[config.mk]
export PLATFORM = sky130hd
export DESIGN_NAME = cube_sqrt_sum
export DESIGN_NICKNAME = d
export VERILOG_FILES = /design/src/rtl/cube_sqrt_sum.sv
export SDC_FILE = /design/constraint.sdc
export NUM_CORES = 1
export LEC_CHECK = 0
export BUFFER_PORTS_ARGS = -buffer_cell sky130_fd_sc_hd__clkbuf_2
export CORE_MARGIN = 2
export CORE_UTILIZATION = 35
export CTS_CLUSTER_DIAMETER = 40
export DETAILED_ROUTE_END_ITERATION = 10
export GPL_TIMING_DRIVEN = 1
export SLEW_MARGIN = 20
export SYNTH_ARGS = -nofsm -noshare
export SYNTH_HDL_FRONTEND = slang
export SYNTH_SLANG_ARGS = --single-unit
[constraint.sdc]
create_clock -name clk_i -period 8.2 [get_ports clk_i]
set_input_delay 0 -clock clk_i [delete_from_list [all_inputs] [get_ports clk_i]]
set_output_delay 0 -clock clk_i [all_outputs]
set_load 0.01 [all_outputs]
[src/rtl/cube_sqrt_sum.sv]
// cube_sqrt_sum: computes y = a^3 + floor(sqrt(b)) with bit-serial datapaths.
// Sequence: IDLE -> SQ (W cycles: a*a shift-add plus W/2-step integer root)
// -> CU (W cycles: (a*a)*a shift-add) -> SUM (1 cycle, loads y, pulses valid).
// Optional feature: define CUBE_SQRT_RESTART_EN to let start_i abort and
// restart a busy operation; without it, start_i is ignored while busy.
module cube_sqrt_sum #(
    parameter int W = 8
) (
    input  logic           clk_i,
    input  logic           rst_i,
    input  logic           start_i,
    input  logic [W-1:0]   a_i,
    input  logic [W-1:0]   b_i,
    output logic           busy_o,
    output logic           valid_o,
    output logic [3*W-1:0] y_o
);

    localparam int CW = (W > 1) ? $clog2(W) : 1;
    localparam int H  = W / 2;
    localparam int RW = H + 3;

    localparam logic [1:0] IDLE = 2'd0;
    localparam logic [1:0] SQ   = 2'd1;
    localparam logic [1:0] CU   = 2'd2;
    localparam logic [1:0] SUM  = 2'd3;

    logic [1:0]     state_r;
    logic [CW-1:0]  cnt_r;
    logic [W-1:0]   a_r;
    logic [W-1:0]   b_sh_r;
    logic [2*W-1:0] sq_r;
    logic [3*W-1:0] cu_r;
    logic [H:0]     rem_r;
    logic [H-1:0]   root_r;

    logic [2*W-1:0] sq_add_s;
    logic [3*W-1:0] cu_add_s;
    logic [H+1:0]   step_s;
    logic           take_s;

    // One restoring square-root iteration: bring down the next two radicand
    // bits and try to subtract (4*root + 1). Returns {root_bit, new_remainder}.
    // The remainder never exceeds 2*root, so H+1 bits always hold it.
    function automatic logic [H+1:0] sqrt_step(input logic [H:0]   rem,
                                               input logic [1:0]   pair,
                                               input logic [H-1:0] root);
        logic [RW-1:0] trial;
        logic [RW-1:0] test;
        logic [RW-1:0] diff;
        trial = {rem, pair};
        test  = {1'b0, root, 2'b01};
        diff  = trial - test;
        if (trial >= test) begin
            sqrt_step = {1'b1, diff[H:0]};
        end else begin
            sqrt_step = {1'b0, trial[H:0]};
        end
    endfunction

    // Partial products, root step and start-acceptance decode for this cycle.
    always_comb begin
        sq_add_s = {(2*W){1'b0}};
        cu_add_s = {(3*W){1'b0}};
        if (a_r[cnt_r]) begin
            sq_add_s = {{W{1'b0}}, a_r} << cnt_r;
            cu_add_s = {{W{1'b0}}, sq_r} << cnt_r;
        end else begin
            sq_add_s = {(2*W){1'b0}};
            cu_add_s = {(3*W){1'b0}};
        end
        step_s = sqrt_step(rem_r, b_sh_r[W-1:W-2], root_r);
`ifdef CUBE_SQRT_RESTART_EN
        take_s = start_i;
`else
        take_s = start_i && (state_r == IDLE);
`endif
    end

    // Sequencer and datapath registers; reset wins over start and over any operation.
    always_ff @(posedge clk_i) begin
        if (rst_i) begin
            state_r <= IDLE;
            cnt_r   <= {CW{1'b0}};
            a_r     <= {W{1'b0}};
            b_sh_r  <= {W{1'b0}};
            sq_r    <= {(2*W){1'b0}};
            cu_r    <= {(3*W){1'b0}};
            rem_r   <= {(H+1){1'b0}};
            root_r  <= {H{1'b0}};
            busy_o  <= 1'b0;
            valid_o <= 1'b0;
            y_o     <= {(3*W){1'b0}};
        end else begin
            valid_o <= 1'b0;
            if (take_s) begin
                state_r <= SQ;
                cnt_r   <= {CW{1'b0}};
                a_r     <= a_i;
                b_sh_r  <= b_i;
                sq_r    <= {(2*W){1'b0}};
                cu_r    <= {(3*W){1'b0}};
                rem_r   <= {(H+1){1'b0}};
                root_r  <= {H{1'b0}};
                busy_o  <= 1'b1;
            end else begin
                case (state_r)
                    SQ: begin
                        sq_r <= sq_r + sq_add_s;
                        if (cnt_r < CW'(H)) begin
                            rem_r  <= step_s[H:0];
                            root_r <= {root_r[H-2:0], step_s[H+1]};
                            b_sh_r <= {b_sh_r[W-3:0], 2'b00};
                        end else begin
                            rem_r  <= rem_r;
                            root_r <= root_r;
                            b_sh_r <= b_sh_r;
                        end
                        if (cnt_r == CW'(W-1)) begin
                            cnt_r   <= {CW{1'b0}};
                            state_r <= CU;
                        end else begin
                            cnt_r <= cnt_r + {{(CW-1){1'b0}}, 1'b1};
                        end
                    end
                    CU: begin
                        cu_r <= cu_r + cu_add_s;
                        if (cnt_r == CW'(W-1)) begin
                            cnt_r   <= {CW{1'b0}};
                            state_r <= SUM;
                        end else begin
                            cnt_r <= cnt_r + {{(CW-1){1'b0}}, 1'b1};
                        end
                    end
                    SUM: begin
                        y_o     <= cu_r + {{(3*W-H){1'b0}}, root_r};
                        valid_o <= 1'b1;
                        busy_o  <= 1'b0;
                        state_r <= IDLE;
                    end
                    default: begin
                        state_r <= IDLE;
                        busy_o  <= 1'b0;
                    end
                endcase
            end
        end
    end

endmodule
Yosys cells after proc, flatten, opt, wreduce, memory -nomap -nowiden
Index checks and enable logic that the tools add are counted.
{"block": "totals", "register_bits": 96, "out_inout_bits": 26}
{"block": "classes", "n_bitwise": 1, "add_sub_neg": 5, "eq_ne": 9, "magnitude_cmp": 3, "n_shift": 2, "reduce_logical": 11, "mux": 16}
{"cell": "24-bit adder", "n": 1}
{"cell": "24-bit by 4-bit adder with 24-bit output", "n": 1}
{"cell": "24-bit 2-to-1 mux", "n": 1}
{"cell": "8-bit 2-to-1 mux", "n": 3}
{"cell": "16-bit by 3-bit << shifter with 24-bit output", "n": 1}
{"cell": "16-bit adder", "n": 1}
{"cell": "16-bit 2-to-1 mux", "n": 1}
{"cell": "8-bit by 3-bit << shifter with 16-bit output", "n": 1}
{"cell": "2-bit AND reduction", "n": 5}
{"cell": "7-bit by 6-bit >= comparator with 1-bit output", "n": 1}
{"cell": "6-bit 2-to-1 mux", "n": 1}
{"cell": "3-bit != test (second input constant)", "n": 2}
{"cell": "1-bit 2-to-1 mux", "n": 5}
{"cell": "5-bit subtractor", "n": 1}
{"cell": "2-bit equality test (second input constant)", "n": 2}
{"cell": "3-bit by 4-bit < comparator with 1-bit output (second input constant)", "n": 1}
{"cell": "2-bit 2-to-1 mux", "n": 2}
{"cell": "2-bit != test (second input constant)", "n": 2}
{"cell": "2-bit one-hot mux with 2 select lines", "n": 1}
{"cell": "2-bit nonzero test", "n": 2}
{"cell": "2-bit OR reduction", "n": 2}
{"cell": "3-bit by 1-bit adder with 3-bit output (second input constant)", "n": 1}
{"cell": "1-bit binary-select mux with 3-bit select", "n": 1}
{"cell": "3-bit equality test (second input constant)", "n": 1}
{"cell": "7 further kinds", "n": 7}

Longest topological paths before layout
Gate-level depths: netlist of run 1.
{"block": "depth", "ltp_word": 4, "mapped_depth": 16, "mapped_depth_nobuf": 13}

Worst setup path after synthesis of run 1
OpenSTA, ideal clock, no wires.
{"block": "synth_path", "kind": "reg2reg", "from": "register cnt_r[0]", "to": "register cu_r[22]", "setup_ns": 0.124, "setup_slack_ns": 4.892, "required_time_ns": 8.076, "arrival_ns": 3.185, "path_stages_with_launch": 14, "period_less_slack_ns": 3.308, "cell_sequence": "dfxtp_1 buf_2 mux4_2 nand2_1 and2_1 buf_2 nor2_1 ha_1 a211o_1 a221o_1 a221oi_2 a22oi_2 xnor2_1 o21ai_1"}
{"block": "synth_via", "elab_chain_len": 4, "elab_cells_between_ends": 5}
{"element": "from (decl)", "line_no": "29", "source": "logic [CW-1:0] cnt_r;"}
{"element": "from (signal assigned)", "line_no": "84", "source": "cnt_r <= {CW{1'b0}};"}
{"element": "from (signal assigned)", "line_no": "98", "source": "cnt_r <= {CW{1'b0}};"}
{"element": "from (signal assigned)", "line_no": "120", "source": "cnt_r <= {CW{1'b0}};"}
{"element": "1-bit binary-select mux with 3-bit select", "line_no": "65", "source": "if (a_r[cnt_r]) begin"}
{"element": "1-bit 2-to-1 mux (implied by the code)", "line_no": "65"}
{"element": "24-bit 2-to-1 mux *", "line_no": "65"}
{"element": "24-bit adder *", "line_no": "127", "source": "cu_r <= cu_r + cu_add_s;"}
{"element": "to (signal assigned)", "line_no": "88", "source": "cu_r <= {(3*W){1'b0}};"}
{"element": "to (signal assigned)", "line_no": "102", "source": "cu_r <= {(3*W){1'b0}};"}
{"element": "to (signal assigned)", "line_no": "127"}
{"element": "to (decl)", "line_no": "33", "source": "logic [3*W-1:0] cu_r;"}
Mark *: on every way between the ends. The rest lies on a longest branch, timed or not. The select of a mux whose other input is x is not followed.
A chain may end at the register's enable or synchronous reset.

Final worst setup path of run 1
Ends and elaborated chain as after synthesis.

==> impl_metrics.csv, run 1 <==
group,metric,value,unit
critical_path,endpoint,"cu_r[22]$_SDFFE_PP0P_",
critical_path,cp_max_fo,42,
critical_path,cp-startpoint,"cnt_r[0]$_SDFFE_PP0P_",
critical_path,reg2reg_slack,3.98,ns
critical_path,start_kind,"flop",
yosys,synthAdderAreaFrac,10.1,%
critical_path,cp-end-kind,"flop",
critical_path,worstPathRequired,8.43,ns
timing,final.period_utilization,51.5,%
timing,skew,0.00485,ns
worst_hold_path,hp-start,"start_i",
finish,final_nets,1011,
timing,min_period,4.22,ns
yosys,synth_flop_cell,"dfxtp_1",
yosys,async_flop_share,0,%
yosys,ys_ff_latch,96,
yosys,synth_top_area_share,26.4,%
detailed_routing,num_vias,6505,
grt,grt_max_degree,46,
yosys,synth_edf_count,0,
yosys,synthXorXnorAreaFrac,5.65,%
yosys,syn_area,7290,sq um
cts,numCtsBuffers,9,
detailed_routing,drtIter0Drc,443,
die,die-area,22000,sq um
timing,final_max_slew_viol_count,0,
critical_path,path_class,"flop to flop",
die,coreArea,20400,sq um
timing,rsz0062_at_grt,"no",
cts,numClockSinks,96,
timing,finalSetupTns,0,ns
critical_path,arrival,4.45,ns
cts,cts_tree,"done",
detailed_routing,drc,0,
placed_design,dp_hpwl,13200,um
detailed_routing,drt-total-wl,18000,um
cts,cts_setup_buffers,0,
cts,clockBufferDepth,2,
placed_design,io_buffers,44,
yosys,synth_top_area_cell,"dfxtp_1",
flow_run,drv_cap,0,
power_and_ir_drop,finalPower,1.12,mW
detailed_routing,vias_per_cell,5.38,
detailed_routing,antenna_left,0,
critical_path,r2r_start,"cnt_r[0]$_SDFFE_PP0P_",
cts,htreeDepth,3,
die,start_util,35.8,%
yosys,synth_top_family_by_area,"compound AO/OA/AOI/OAI gates",
finish,diodes,0,
grt,gr-usage-all-layers,16.9,%
timing,max_slew_margin,43.3,%
yosys,yosys_warnings,0,
timing,finalHoldViolCount,0,
yosys,yosysUniqueCellTypes,74,
critical_path,reg2reg_to,"cu_r[22]$_SDFFE_PP0P_",
die,die_h,148,um
critical_path,slowest_stage,"and2_1",
finish,drive_above_1_share,11.9,%
yosys,syn_area_per_cell,8.03,sq um
die,rows,52,
outcome,status,"completed",
critical_path,max_stage_delay,0.65,ns
power_and_ir_drop,p_leak,3.04,nW
worst_hold_path,min_path_cells,4,
timing,worst_slew_pin_slew,0.850,ns
power_and_ir_drop,ir_drop,0.102,mV
finish,syn2layout_area_growth,12.3,%
die,ios,45,
cts,insertion_delay,0.35,ns
cts,cts-root-buf,"clkbuf_16",
timing,clock.fmax,0.237,GHz
grt,grt_pass1_wl,30300,um
yosys,muxShareOfSynthArea,9.22,%
detailed_routing,drt_pass1_iterations,5,
critical_path,path_cells,"buf_4 > mux4_2 > nand2_1 > and2_1 > nor2_1 > ha_1 > a211o_1 > a221o_1 > a221oi_2 > a22oi_2 > xnor2_1 > o21ai_1",
placed_design,post-place-ws,3.98,ns
timing,final-setup-viol-count,0,
yosys,syn-instance-count,908,
yosys,synthTopCellsByArea,"dfxtp_1, ha_1, mux2i_1",
yosys,synth_simple_gate_area_share,21.9,%
grt,antenna_found_initial,0,
detailed_routing,wl_per_cell,14.9,um
yosys,syn_nets,984,
die,die_x,148,um
worst_hold_path,hold_path_class,"primary input to flop",
cts,cts-resized-gates,0,
placed_design,place.gp.congestion,0.886,
cts,clkTransAtPathRegs,0.07,ns
critical_path,reg2regPathDepth,12,
yosys,seq_area_frac_synth,26.4,%
timing,postLayoutSetupSlackWorst,3.98,ns
grt,grt_pass1_vias,6035,
yosys,synth-compound-area-share,22.6,%
power_and_ir_drop,cellPowerDensity,137,nW/um^2
grt,grt-ovfl-total,0,
-- kinds of logic (layout without fill, tap and decap cells) --
kind of cell,Yosys count,after routing
AOI/OAI and AO/OA,236,236
DFF,96,96
adders and majority gates,57,57
and+or+nand+nor,334,334
muxes,61,61
xor gates and xnor gates,47,47
buffers and inverters,77,108
-- routing by layer --
layer | vias up | wire length [um] | GRT usage (%)
met5 | - | 0 | 0
met4 | 0 | 201 | 4.00
met3 | 16 | 890 | 3.62
met2 | 135 | 8040 | 27.0
met1 | 3005 | 8840 | 23.3
li1 | 3349 | - | -
-- worst max-delay path, delay by kind of cell (launching register included) --
kind                       cells  cell delay, ns
adders and majority gates      1            0.39
DFF                            1            0.31
muxes                          1            0.55
buffers and inverters          1            0.40
xor gates and xnor gates       1            0.17
and+or+nand+nor                3            0.97
AOI/OAI and AO/OA              5            1.31
-- what timing repair did --
item                                   CTS  global route
endpoints found under the hold margin   16             0
setup endpoints to repair                0             0
hold buffers                            16             0
-- cell usage after synthesis, types with 11 or more instances --
cell / number
mux2i_1: 48
xor2_1: 12
a211oi_1: 38
nand3_1: 28
xnor2_1: 35
nand4_1: 12
o21ai_0: 27
nor3_1: 13
ha_1: 54
nand2_1: 95
nor2b_1: 12
buf_2: 11
inv_1: 24
dfxtp_1: 96
o21ai_1: 11
a21o_1: 11
a21oi_1: 70
clkbuf_1: 35
nor2_1: 119
-- power by group --
part	switching, mW	internal (mW)	total (mW)
registers	0.0137	0.481	0.494
clock network	0.189	0.268	0.458
logic	0.101	0.0669	0.168
-- flip-flops by register name, summed over array words and instances, names as in the netlist --
register / flops
busy_o: 1
cnt_r: 3
root_r: 4
y_o: 24
state_r: 2
rem_r: 5
sq_r: 16
b_sh_r: 8
a_r: 8
valid_o: 1
cu_r: 24
-- cells in the final DEF (no fill, tap or decap), types with 4 or more instances in the layout --
master,instances
clkbuf_2,44
a21o_1,11
ha_1,53
mux4_2,4
nand3_1,28
nand4_1,12
buf_4,9
inv_1,24
o21ai_1,11
o21ai_0,27
a211oi_1,38
nand3b_1,5
dfxtp_1,96
a21oi_1,70
o21bai_1,5
or3_1,4
o21a_1,8
clkbuf_16,9
o211ai_1,9
nor2_1,118
nor2b_1,11
xnor2_1,35
nor3_1,13
mux2i_1,48
and2_1,8
a31oi_1,5
xor2_1,12
and3_1,10
nor3b_1,5
a311oi_1,6
nand4b_1,4
o22ai_1,4
dlygate4sd3_1,16
mux2_2,9
nand2_1,95
-- how the worst min path moves through the flow --
stage	end	slack, ns
2_1_floorplan	a_r[2]$_SDFFE_PP0P_	0.14
3_3_place_gp	b_sh_r[0]$_SDFFE_PP0P_	0.22
3_5_place_dp	b_sh_r[1]$_SDFFE_PP0P_	0.23
4_1_cts	state_r[0]$_SDFFE_PP0P_	0.18
5_1_grt	busy_o$_SDFFE_PP0P_	0.23
6_report	state_r[0]$_SDFFE_PP0P_	0.18
-- through the flow --
step,hold WS [ns],cells,area (sq um),util [%]
after global routing,0.233,1209,8190,40.2
after global placement,0.224,1178,7700,37.8
after detailed placement,0.231,1178,7710,37.8
final,0.181,1209,8190,40.2
after floorplan,0.136,908,7290,-
after CTS,0.182,1209,8190,40.2
-- final cells by class --
| class | instances | area [sq um] |
|---|---|---|
| clock buffer | 9 | 225 |
| inverter | 24 | 90.1 |
| fill | 2112 | 12200 |
| timing repair buffer | 69 | 448 |
| clock inverter | 6 | 92.6 |
| tap | 270 | 338 |
| multi-input combinational | 735 | 5070 |
| sequential | 96 | 1920 |
Note: power is estimated with default switching activity, not from simulation.
==> inputs of run 2 (changes only) <==
Settings changed: ABC_AREA set to 1.
Clock period 8.2 ns to 3.5 ns, I/O delays scaled along.
==> run 2 against run 1 <==
  * Global-route usage rose by 2.2 points
  * Combinational power rose to 5.8 times the previous value
  * Register-to-register slack got worse by 3.6 ns
  * Setup slack got worse by 3.6 ns
  * Clock-buffer cell count did not move
  * Critical path depth rose by 7
  * Clock skew rose by 0.0059 ns
  * Largest cell class unchanged
  * Largest power group unchanged
==> impl_metrics.csv, run 2 <==
group,metric,value,unit
placed_design,io_buffers,44,
finish,layout_common_cells,"nand2_1, inv_1, nor2_1",
power_and_ir_drop,p_leak,4.74,nW
flow_run,drv_cap,0,
timing,skew,0.0107,ns
detailed_routing,drt-total-wl,22500,um
critical_path,reg2reg_slack,0.40,ns
detailed_routing,num_vias,8366,
die,die_x,157,um
worst_hold_path,hold_path_class,"primary input to flop",
cts,clockBufferDepth,2,
grt,grt_util_met3,2.60,%
cts,cts-root-buf,"clkbuf_16",
timing,finalHoldViolCount,0,
cts,numClockSinks,96,
timing,final.period_utilization,88.5,%
finish,reg.largest.list,"cu_r x24, y_o x24, sq_r x16",
finish,drive_above_1_share,7.29,%
yosys,synth_edf_count,0,
yosys,syn_nets,1463,
timing,rsz0062_at_grt,"no",
placed_design,post-place-ws,0.253,ns
power_and_ir_drop,intPower,2.11,mW
cts,cts_tree,"done",
critical_path,cp_max_fo,25,
yosys,synth.most_common_cell,"nand2_1",
yosys,syn-instance-count,1387,
finish,layout_commonest_cell,"nand2_1",
yosys,synth_top_area_cell,"dfxtp_1",
power_and_ir_drop,ir_drop,0.251,mV
power_and_ir_drop,p_comb_share,29.0,%
finish,fin_util,39.8,%
timing,min_period,3.10,ns
grt,grt_pass1_wl,38000,um
finish,final_cell_area,9070,sq um
yosys,synthTopCellsByArea,"dfxtp_1, nand2_1, inv_1",
timing,worst_slew_pin_slew,0.815,ns
yosys,async_flop_share,0,%
timing,postLayoutSetupSlackWorst,0.401,ns
die,die_h,157,um
timing,max_slew_margin,45.6,%
yosys,seq_area_frac_synth,23.6,%
detailed_routing,drtIter0Drc,524,
finish,final_nets,1498,
grt,antenna_found_initial,0,
finish,diodes,0,
cts,clkTransAtPathRegs,0.08,ns
power_and_ir_drop,finalPower,3.36,mW
critical_path,cp-end-kind,"flop",
critical_path,worstPathRequired,3.76,ns
detailed_routing,antenna_left,0,
grt,grt_pass1_vias,7818,
finish,register_area,1920,sq um
power_and_ir_drop,switching_share,37.3,%
grt,use_met1,26.3,%
die,rows,55,
grt,grt_max_degree,45,
worst_hold_path,hp-start,"start_i",
finish,n_fill_cell,2511,
worst_hold_path,hold_end,"busy_o$_SDFFE_PP0P_",
yosys,synth_top_area_share,23.6,%
critical_path,slowest_stage,"dfxtp_2",
power_and_ir_drop,cellPowerDensity,370,nW/um^2
detailed_routing,drc,0,
timing,finalSetupTns,0,ns
placed_design,place_area,8590,sq um
yosys,synth_flop_cell,"dfxtp_1",
timing,clock.fmax,0.323,GHz
cts,htreeDepth,3,
detailed_routing,wl_per_cell,12.9,um
grt,use_met2,31.2,%
die,die-area,24600,sq um
critical_path,arrival,3.36,ns
finish,multi_input_area,5080,sq um
detailed_routing,vias_per_cell,4.81,
cts,insertion_delay,0.37,ns
grt,gr-usage-all-layers,19.0,%
yosys,ys_ff_latch,96,
timing,final-setup-viol-count,0,
yosys,syn_area,8160,sq um
finish,syn2layout_area_growth,11.2,%
placed_design,place.gp.congestion,0.907,
outcome,status,"completed",
power_and_ir_drop,seqPwrFrac,38.7,%
yosys,yosys-top-cells-count,"nand2_1, inv_1, nor2_1, dfxtp_1, nand3_1",
die,start_util,35.8,%
critical_path,reg2reg_to,"cu_r[17]$_SDFFE_PP0P_",
die,coreArea,22800,sq um
power_and_ir_drop,power_switching,1.25,mW
timing,final_max_slew_viol_count,0,
critical_path,path_class,"flop to flop",
cts,numCtsBuffers,9,
worst_hold_path,min_path_cells,4,
detailed_routing,drt_pass1_iterations,5,
placed_design,dp_hpwl,17700,um
grt,grt-ovfl-total,0,
critical_path,r2r_start,"cnt_r[0]$_SDFFE_PP0P_",
critical_path,reg2regPathDepth,19,
yosys,syn_area_per_cell,5.88,sq um
yosys,yosysUniqueCellTypes,45,
critical_path,max_stage_delay,0.49,ns
critical_path,path_cells,"buf_4 > buf_4 > o21ai_1 > inv_1 > nand2_1 > o21ai_1 > nor2_1 > o21ai_1 > inv_1 > ha_1 > nand2_1 > nor2_1 > nand3_1 > nand3_1 > nand2_1 > nand3_1 > nand3_1 > nand2_1 > inv_1",
power_and_ir_drop,p_clk_share,32.3,%
die,ios,45,
grt,busiest_layer,"met2",
critical_path,start_kind,"flop",
yosys,yosys_warnings,0,
-- run 2: changes by cell type in the layout (fill, tap and decap cells not counted), sizes merged, moves of 12 or more --
| cell | before | now |
|---|---|---|
| nand2 | 95 | 370 |
| nor2b | 12 | 0 |
| o21ai | 39 | 117 |
| inv | 26 | 247 |
| mux2i | 48 | 1 |
| a211oi | 40 | 3 |
| xnor2 | 35 | 3 |
| a21oi | 72 | 86 |
| nand3 | 28 | 90 |
| nor3 | 13 | 25 |
| nor2 | 120 | 187 |
-- run 2: final cells by class --
cell class,count,area share [%]
sequential,96,21.2
multi-input combinational,1002,55.9
clock buffer,9,2.48
inverter,244,10.1
tap,313,4.32
timing repair buffer,69,4.94
clock inverter,7,1.05
-- run 2: worst max-delay path, delay by kind of cell, from the launching register on --
family | cells | cell delay (ns)
buffers and inverters | 5 | 0.70
adders and majority gates | 1 | 0.35
DFF | 1 | 0.49
and+or+nand+nor | 10 | 1.15
AOI/OAI and AO/OA | 3 | 0.30
-- run 2: cells by family after synthesis --
kind of cell	Yosys count	share of synthesized area [%]
AND/OR/NAND/NOR	698	35.8
buffers and inverters	289	14.2
multiplexers	1	0.123
XOR/XNOR	23	2.47
flip-flops	96	23.6
adder cells (fa/ha/maj)	57	9.02
AO/OA/AOI/OAI	223	14.8
-- run 2: routing by layer --
metal  part of all wire (%)  vias up
met4                    1.8        0
met3                    3.9       28
met5                      0        -
met1                     50     3711
li1                       -     4456
met2                     45      171
-- run 2: per-stage QoR --
step,instances,hold slack [ns]
after CTS,1740,0.115
after floorplan,1387,0.153
after global placement,1708,0.247
after detailed placement,1708,0.247
final,1740,0.128
after global routing,1740,0.171
-- run 2: power by group through the flow --
stage	combinational, mW	clock [mW]	sequential [mW]
2_1_floorplan	0.769	0	1.29
3_3_place_gp	0.946	0	1.32
3_5_place_dp	0.957	0	1.33
4_1_cts	0.974	1.11	1.30
5_1_grt	1.12	1.16	1.31
6_report	0.974	1.09	1.30
-- run 2: worst max path at each step --
stage,start,endpoint,slack [ns],cells after the start
6_report,cnt_r[0]$_SDFFE_PP0P_,cu_r[17]$_SDFFE_PP0P_,0.40,19
3_3_place_gp,cnt_r[0]$_SDFFE_PP0P_,cu_r[17]$_SDFFE_PP0P_,0.23,19
5_1_grt,cnt_r[0]$_SDFFE_PP0P_,cu_r[17]$_SDFFE_PP0P_,0.09,19
3_5_place_dp,cnt_r[0]$_SDFFE_PP0P_,cu_r[17]$_SDFFE_PP0P_,0.25,19
4_1_cts,cnt_r[0]$_SDFFE_PP0P_,cu_r[17]$_SDFFE_PP0P_,0.24,19
2_1_floorplan,cnt_r[0]$_SDFFE_PP0P_,cu_r[16]$_SDFFE_PP0P_,1.05,20
-- run 2: repair_timing --
item	4_1_cts	5_1_grt
buffers inserted	0	0
setup endpoints to repair	0	3
hold buffers	16	0
resized for setup	0	1
endpoints found under the hold margin	16	0
==> inputs of run 3 (changes only) <==
Settings changed: CELL_PAD_IN_SITES_DETAIL_PLACEMENT set to 1, CELL_PAD_IN_SITES_GLOBAL_PLACEMENT set to 2, CORE_UTILIZATION 35 to 30, PLACE_DENSITY_LB_ADDON set to 0.1.
==> run 3 against run 2 <==
  * Non-clock buffer count grew 6
  * Global-route usage increased by 0.89 points
  * Hold slack gained 0.048 ns
  * Critical path type unchanged
  * Critical endpoint unchanged
==> impl_metrics.csv, run 3 (synthesized netlist as in run 2, its figures left out) <==
group,metric,value,unit
critical_path,worstPathRequired,3.77,ns
power_and_ir_drop,p_comb_share,30.0,%
finish,stdcell_count,1774,
finish,reg.largest.list,"cu_r x24, y_o x24, sq_r x16",
critical_path,r2r_start,"cnt_r[0]$_SDFFE_PP0P_",
critical_path,cp-startpoint,"cnt_r[0]$_SDFFE_PP0P_",
finish,final_cell_area,9150,sq um
power_and_ir_drop,p_leak,4.76,nW
critical_path,reg2reg_to,"cu_r[17]$_SDFFE_PP0P_",
detailed_routing,antenna_left,0,
flow_run,drv_cap,0,
detailed_routing,drt_pass1_iterations,4,
power_and_ir_drop,switching_share,39.2,%
cts,numCtsBuffers,9,
cts,clkTransAtPathRegs,0.08,ns
finish,layout_commonest_cell,"nand2_1",
die,coreArea,26800,sq um
timing,rsz0062_at_grt,"no",
timing,max_slew_margin,50.2,%
critical_path,cp-end-kind,"flop",
detailed_routing,drtIter0Drc,346,
critical_path,path_class,"flop to flop",
timing,finalHoldViolCount,0,
cts,numClockSinks,96,
finish,syn2layout_area_growth,12.1,%
detailed_routing,vias_per_cell,4.73,
finish,multi_input_area,5080,sq um
detailed_routing,wl_per_cell,15.4,um
timing,skew,0.0104,ns
power_and_ir_drop,p_clk_share,31.3,%
die,start_util,30.4,%
timing,finalSetupTns,0,ns
placed_design,dp_cells,1742,
worst_hold_path,hold_end,"busy_o$_SDFFE_PP0P_",
worst_hold_path,min_path_cells,4,
critical_path,start_kind,"flop",
power_and_ir_drop,cellPowerDensity,368,nW/um^2
detailed_routing,num_vias,8389,
placed_design,io_buffers,44,
timing,final.period_utilization,87.5,%
finish,register_area,1920,sq um
worst_hold_path,hp-start,"start_i",
power_and_ir_drop,seqPwrFrac,38.7,%
finish,drive_above_1_share,7.61,%
finish,final_nets,1504,
timing,min_period,3.06,ns
critical_path,reg2regPathDepth,16,
cts,cts-root-buf,"clkbuf_16",
grt,grt_pass1_vias,8610,
grt,grt_pass1_wl,45300,um
grt,gr-usage-all-layers,19.9,%
die,die-area,28500,sq um
die,rows,60,
cts,clockBufferDepth,2,
cts,insertion_delay,0.36,ns
grt,grt-ovfl-total,0,
timing,final_max_slew_viol_count,0,
placed_design,place_area,8690,sq um
placed_design,place.gp.congestion,0.815,
cts,cts_tree,"done",
cts,htreeDepth,3,
outcome,status,"completed",
detailed_routing,drt-total-wl,27400,um
power_and_ir_drop,ir_drop,0.190,mV
die,ios,45,
detailed_routing,drc,0,
die,die_x,169,um
worst_hold_path,hold_path_class,"primary input to flop",
critical_path,reg2reg_slack,0.44,ns
cts,cts-resized-gates,0,
placed_design,dp_hpwl,22300,um
timing,worst_slew_pin_slew,0.746,ns
power_and_ir_drop,power_switching,1.32,mW
finish,diodes,0,
timing,clock.fmax,0.326,GHz
grt,grt_max_degree,35,
power_and_ir_drop,intPower,2.04,mW
finish,n_fill_cell,3664,
critical_path,cp_max_fo,30,
critical_path,arrival,3.33,ns
timing,final-setup-viol-count,0,
finish,layout_common_cells,"nand2_1, inv_1, nor2_1",
die,die_h,169,um
grt,antenna_found_initial,0,
==> run 3: cell type report <==
cell class / count / area share, %
multi-input combinational: 1002 / 55.5
inverter: 244 / 10.0
sequential: 96 / 21.0
tap: 341 / 4.67
clock buffer: 9 / 2.46
timing repair buffer: 75 / 5.53
clock inverter: 7 / 0.807
==> run 3: stage by stage <==
stage | utilization [%] | power, mW | hold WS (ns) | setup slack [ns]
2_1_floorplan | - | 2.06 | 0.153 | 1.05
3_3_place_gp | 32.4 | 2.33 | 0.246 | 0.471
3_5_place_dp | 32.4 | 2.34 | 0.248 | 0.393
4_1_cts | 34.1 | 3.43 | 0.173 | 0.393
5_1_grt | 34.1 | 3.63 | 0.204 | 0.0476
6_report | 34.1 | 3.36 | 0.176 | 0.437
==> run 3: worst max path at each step <==
stage	end	slack, ns	depth (start not counted)
floorplan	cu_r[16]$_SDFFE_PP0P_	1.05	20
global placement	cu_r[17]$_SDFFE_PP0P_	0.47	16
detailed placement	cu_r[17]$_SDFFE_PP0P_	0.39	16
CTS	cu_r[17]$_SDFFE_PP0P_	0.39	16
global route	cu_r[17]$_SDFFE_PP0P_	0.05	16
finish	cu_r[17]$_SDFFE_PP0P_	0.44	16
==> run 3: power by group through the flow <==
stage	logic [mW]	registers, mW	clock network (mW)
6_report	1.01	1.30	1.05
5_1_grt	1.18	1.32	1.14
4_1_cts	1.03	1.30	1.09
3_5_place_dp	1.02	1.33	0
3_3_place_gp	1.01	1.33	0
2_1_floorplan	0.769	1.29	0
==> run 3: critical path, stage by stage (launching register included) <==
cell     delay, ns
dfxtp_1       0.43
buf_4         0.34
o21ai_1       0.14
o21ai_0       0.24
nor2_1        0.08
o21ai_1       0.16
inv_1         0.07
ha_1          0.35
nand2_1       0.11
nor2_1        0.30
nand3_1       0.13
nand3_1       0.17
nand2_1       0.12
nand3_1       0.08
nand3_1       0.12
nand2_1       0.09
inv_1         0.03
==> run 3: what timing repair did <==
item | CTS | global route
hold endpoints to repair | 16 | 0
setup endpoints to repair | 0 | 0
setup buffers | 0 | 0
hold buffers | 16 | 0
==> run 3: metal layers <==
| metal | up-vias | GRT usage, % | share of wire [%] |
|---|---|---|---|
| met5 | - | 0 | 0 |
| met1 | 3881 | 26.0 | 49 |
| met3 | 8 | 2.36 | 1.7 |
| met4 | 0 | 2.81 | 0.51 |
| li1 | 4448 | - | - |
| met2 | 52 | 36.0 | 49 |
